<file path="src/rtl/vga_scan_gen.sv">
// Raster scan generator for the VGA output path: pixel-rate divider, horizontal/vertical
// counters, registered sync/visible decodes and frame strobes for the sprite drawers.
module vga_scan_gen #(
    parameter int PIX_DIV = 4,
    parameter int H_VIS   = 640,
    parameter int H_FP    = 16,
    parameter int H_SYNC  = 96,
    parameter int H_BP    = 48,
    parameter int V_VIS   = 480,
    parameter int V_FP    = 10,
    parameter int V_SYNC  = 2,
    parameter int V_BP    = 33
) (
    input  logic        clk,
    input  logic        rst_n,
    input  logic        run,
    output logic [9:0]  horCnt,
    output logic [9:0]  verCnt,
    output logic        hsync,
    output logic        vsync,
    output logic        videoOn,
    output logic        pixTick,
    output logic        frameTick,
    output logic [15:0] frameCnt
);

    localparam int DIV_W = (PIX_DIV > 1) ? $clog2(PIX_DIV) : 1;
    localparam logic [DIV_W-1:0] DIV_LAST = DIV_W'(PIX_DIV - 1);

    // Timing boundaries are formed at 11 bits so the parameter sums cannot overflow.
    localparam logic [10:0] H_LAST       = 11'(H_VIS + H_FP + H_SYNC + H_BP - 1);
    localparam logic [10:0] V_LAST       = 11'(V_VIS + V_FP + V_SYNC + V_BP - 1);
    localparam logic [10:0] H_VIS_END    = 11'(H_VIS);
    localparam logic [10:0] V_VIS_END    = 11'(V_VIS);
    localparam logic [10:0] H_SYNC_FIRST = 11'(H_VIS + H_FP);
    localparam logic [10:0] H_SYNC_LAST  = 11'(H_VIS + H_FP + H_SYNC - 1);
    localparam logic [10:0] V_SYNC_FIRST = 11'(V_VIS + V_FP);
    localparam logic [10:0] V_SYNC_LAST  = 11'(V_VIS + V_FP + V_SYNC - 1);

    logic [DIV_W-1:0] div_cnt;
    logic             tick_q;
    logic [9:0]       hor_next;
    logic [9:0]       ver_next;
    logic [15:0]      frame_next;
    logic             frame_wrap;
    logic [10:0]      hor_wide;
    logic [10:0]      ver_wide;
    logic             hsync_next;
    logic             vsync_next;
    logic             video_next;

    // Gating with run lets a falling run cancel a pending advance in the same cycle.
    assign pixTick = tick_q & run;

    always_comb begin
        hor_next   = horCnt;
        ver_next   = verCnt;
        frame_next = frameCnt;
        frame_wrap = 1'b0;
        if (pixTick) begin
            if ({1'b0, horCnt} == H_LAST) begin
                hor_next = 10'd0;
                if ({1'b0, verCnt} == V_LAST) begin
                    ver_next   = 10'd0;
                    frame_next = frameCnt + 16'd1;
                    frame_wrap = 1'b1;
                end else begin
                    ver_next = verCnt + 10'd1;
                end
            end else begin
                hor_next = horCnt + 10'd1;
            end
        end
    end

    // Decoding the next-state coordinates keeps the registered syncs aligned with the counters.
    always_comb begin
        hor_wide   = {1'b0, hor_next};
        ver_wide   = {1'b0, ver_next};
        hsync_next = 1'b1;
        vsync_next = 1'b1;
        video_next = 1'b0;
        if (run) begin
            hsync_next = !((hor_wide >= H_SYNC_FIRST) && (hor_wide <= H_SYNC_LAST));
            vsync_next = !((ver_wide >= V_SYNC_FIRST) && (ver_wide <= V_SYNC_LAST));
            video_next = (hor_wide < H_VIS_END) && (ver_wide < V_VIS_END);
        end
    end

    always_ff @(posedge clk or negedge rst_n) begin
        if (!rst_n) begin
            div_cnt <= '0;
            tick_q  <= 1'b0;
        end else if (!run) begin
            div_cnt <= '0;
            tick_q  <= 1'b0;
        end else begin
            tick_q  <= (div_cnt == DIV_LAST);
            div_cnt <= (div_cnt == DIV_LAST) ? '0 : div_cnt + 1'b1;
        end
    end

    always_ff @(posedge clk or negedge rst_n) begin
        if (!rst_n) begin
            horCnt    <= 10'd0;
            verCnt    <= 10'd0;
            frameCnt  <= 16'd0;
            hsync     <= 1'b1;
            vsync     <= 1'b1;
            videoOn   <= 1'b0;
            frameTick <= 1'b0;
        end else begin
            horCnt    <= hor_next;
            verCnt    <= ver_next;
            frameCnt  <= frame_next;
            hsync     <= hsync_next;
            vsync     <= vsync_next;
            videoOn   <= video_next;
            frameTick <= frame_wrap;
        end
    end

endmodule

</file>
<file path="config.mk">
export PLATFORM = sky130hd
export DESIGN_NAME = vga_scan_gen
export DESIGN_NICKNAME = d
export VERILOG_FILES = /design/src/rtl/vga_scan_gen.sv
export SDC_FILE = /design/constraint.sdc
export NUM_CORES = 1
export LEC_CHECK = 0
export BUFFER_PORTS_ARGS = -buffer_cell sky130_fd_sc_hd__buf_2
export CAP_MARGIN = 20
export CORE_MARGIN = 4
export CORE_UTILIZATION = 59
export DETAILED_ROUTE_END_ITERATION = 10
export PLACE_DENSITY = 0.84
export SYNTH_ARGS = -nofsm -noshare
export SYNTH_HDL_FRONTEND = slang
export SYNTH_SLANG_ARGS = --single-unit
</file>
<file path="constraint.sdc">
create_clock -name clk -period 5.6 [get_ports clk]
set_clock_uncertainty 0.2 [all_clocks]
set_input_delay 1.12 -clock clk [delete_from_list [all_inputs] [get_ports clk]]
set_output_delay 1.12 -clock clk [all_outputs]
set_load 0.05 [all_outputs]
</file>
==> impl_metrics.py <==
metrics = {
    "route": {
        "detail-route-antenna-nets": 0,
        "drc": 0,
        "drt-pass1-iter-count": 4,
        "vias_per_cell": 5.76,
        "vias": 1757,
        "wl_per_cell_um": 15.0,
        "routed_wl_um": 4570,
        "dr.first_iter.drc_count": 142,
    },
    "floorplan": {
        "start_util": 0.617,
        "die_height_um": 70.1,
        "rows": 22,
        "die_area_um2": 4920,
        "io_pins": 44,
        "die_w_um": 70.1,
        "fp.coreArea_um2": 3690,
    },
    "cts": {
        "ctsHoldBuffers": 0,
        "cts_buffers": 5,
        "cts_tree": "yes",
        "cts-root-buf": "clkbuf_8",
        "post_cts_resized": 0,
        "clock_latency_ns": 0.30,
        "clk_pin_slew_ns": 0.08,
        "cts_setup_buffers": 0,
        "clockBufferDepth": 2,
        "htreeDepth": 2,
        "clkSinkCount": 43,
    },
    "yosys": {
        "syn_nets": 221,
        "synth_edf_count": 0,
        "postSynthCellCount": 213,
        "syn_area_um2": 2280,
        "yosysWarnings": 0,
        "syn_area_per_cell_um2": 10.7,
        "ys_top_cells_by_area": "dfrtp_1, xor2_1, xnor2_1",
        "synth_cell_types": 51,
        "post-synth-top-count-cell": "dfrtp_1",
        "yosysTopAreaCellShare": 0.451,
        "ys.flop_type": "dfrtp_1",
        "synth-seq-cells": 43,
        "seq_area_frac_synth": 0.474,
        "synthTopCellsByCount": "dfrtp_1, nand2_1, xor2_1, nor2_1, xnor2_1",
        "yosysTopAreaCell": "dfrtp_1",
        "synthArstFlopShare": 1.00,
    },
    "power_and_ir_drop": {
        "ir_worst_vdd_mv": 0.257,
        "p_clk_frac": 0.386,
        "powerDensity_nw_per_um2": 237,
        "sw_frac_of_total": 0.254,
        "p_total_uw": 623,
        "p_switching_uw": 158,
        "power.share.sequential": 0.525,
        "leakage_nw": 1.30,
        "combPwrFrac": 0.089,
        "internal_power_uw": 464,
    },
    "critical_path": {
        "r2r-end": "frameCnt[11]$_DFFE_PN0P_",
        "crit_path_start_kind": "primary input",
        "endpoint_kind": "primary output",
        "r2r_start": "verCnt[0]$_DFF_PN0_",
        "critPathKind": "in -> out",
        "crit_fanout": 9,
        "rrSetupSlack_ns": 3.06,
        "crit_required_ns": 4.28,
        "rr_worst_depth": 7,
        "crit_arrival_ns": 1.80,
    },
    "global_routing": {
        "grt_antenna_before_repair": 0,
        "first_global_vias": 1665,
        "track_usage": 0.199,
        "grt_start_max_net_pins": 44,
        "grt_pass1_wl_um": 7860,
        "grt_overflow_total": 0,
    },
    "layout": {
        "areaGrowthSynthToFinish_pct": 15.2,
        "layout.nets": 264,
        "final_layout_size_suffix_gt1_frac": 0.257,
        "diodes": 0,
        "stdcell_count": 305,
        "final_cell_area_um2": 2620,
    },
    "timing": {
        "fin_crit_ns": 3.12,
        "worst_pin_slew_ns": 0.910,
        "finalHoldViolCount": 0,
        "setup_viol": 0,
        "maxSlewViolCount": 0,
        "fin_tns_setup_ns": 0,
        "relSlewSlack": 0.393,
        "fin_crit_sh": 0.557,
        "fmax_mhz": 320,
        "rsz0062_at_grt": "false",
    },
    "placed_design": {
        "gp_congestion": 0.855,
        "dp.final_hpwl_um": 3360,
        "placed_cells": 297,
        "dpl_cell_area_um2": 2510,
        "numPortBuffers": 43,
    },
    "run": {
        "maxCapViolations": 0,
    },
    "min_path": {
        "holdPathStages": 1,
        "holdPathEnd": "div_cnt[0]$_DFF_PN0_",
        "min_from": "div_cnt[0]$_DFF_PN0_",
        "hp-class": "reg -> reg",
    },
    "outcome": {
        "outcome": "completed",
    },
}
[layout by cell type, fill, tap and decap left out, drive strengths merged, types with 5 or more instances in the layout]
cell type | Yosys | final
and2 | 5 | 5
and4 | 10 | 10
buf | 4 | 43
clkbuf | 3 | 5
dfrtp | 41 | 41
ha | 5 | 5
inv | 5 | 5
nand2 | 22 | 22
nand3 | 11 | 11
nand4 | 9 | 9
nor2 | 14 | 14
nor3 | 7 | 7
o21ai | 5 | 5
xnor2 | 12 | 12
xor2 | 17 | 17
[layer usage]
layer	share of wire	up-vias	GRT usage
met2	0.48	49	0.312
li1	-	862	-
met4	0.016	0	0.0745
met5	0	-	0
met3	0.056	10	0.0576
met1	0.45	836	0.261
[power groups by stage]
stage	clock, mW	combinational, mW	sequential [mW]
after floorplan	0	0.0136	0.356
after global placement	0	0.0551	0.333
after detailed placement	0	0.0564	0.333
after CTS	0.245	0.0564	0.327
after global routing	0.260	0.0613	0.329
final	0.240	0.0554	0.327
[worst max-delay path, stage by stage]
cell,delay (ns)
buf_2,0.16
nand2_1,0.13
inv_2,0.12
buf_2,0.27
[flip-flops by register name, indices dropped and copies added (netlist names)]
signal,flops
verCnt,10
frameCnt,16
div_cnt,2
frameTick,1
videoOn,1
horCnt,10
hsync,1
vsync,1
tick_q,1
[area by class of cell]
type	count	area, µm²
fillers	296	1060
clock buffers	5	68.8
clock inverters	3	43.8
multi-input cells	158	1140
repair buffers	43	215
flip-flops and latches	43	1080
inverters	5	18.8
well taps	48	60.1
[metrics by stage]
step / setup WS (ns) / utilization / hold WS, ns
2_1_floorplan: 2.83 / - / 0.214
3_3_place_gp: 2.53 / 0.681 / 0.223
3_5_place_dp: 2.48 / 0.681 / 0.231
4_1_cts: 2.48 / 0.711 / 0.242
5_1_grt: 2.40 / 0.711 / 0.264
6_report: 2.48 / 0.711 / 0.244
[worst max path at each step]
stage / end / slack (ns) / from / cells after the start
after floorplan: frameCnt[11]$_DFFE_PN0P_ / 2.83 / run / 5
after global placement: pixTick / 2.53 / run / 4
after detailed placement: pixTick / 2.48 / run / 4
after CTS: pixTick / 2.48 / run / 4
after global routing: pixTick / 2.40 / run / 4
final: pixTick / 2.48 / run / 4
[logic make-up (layout without fill, tap and decap cells)]
logic type,count (synthesis),after routing,synth area share
adders and majority gates,5,5,0.0275
buffers and inverters,12,56,0.0264
and+or+nand+nor,101,101,0.281
DFF,43,43,0.474
muxes,4,4,0.0187
AOI/OAI and AO/OA,19,19,0.0582
xor gates and xnor gates,29,29,0.115
Note: power is estimated with default switching activity, not from simulation.
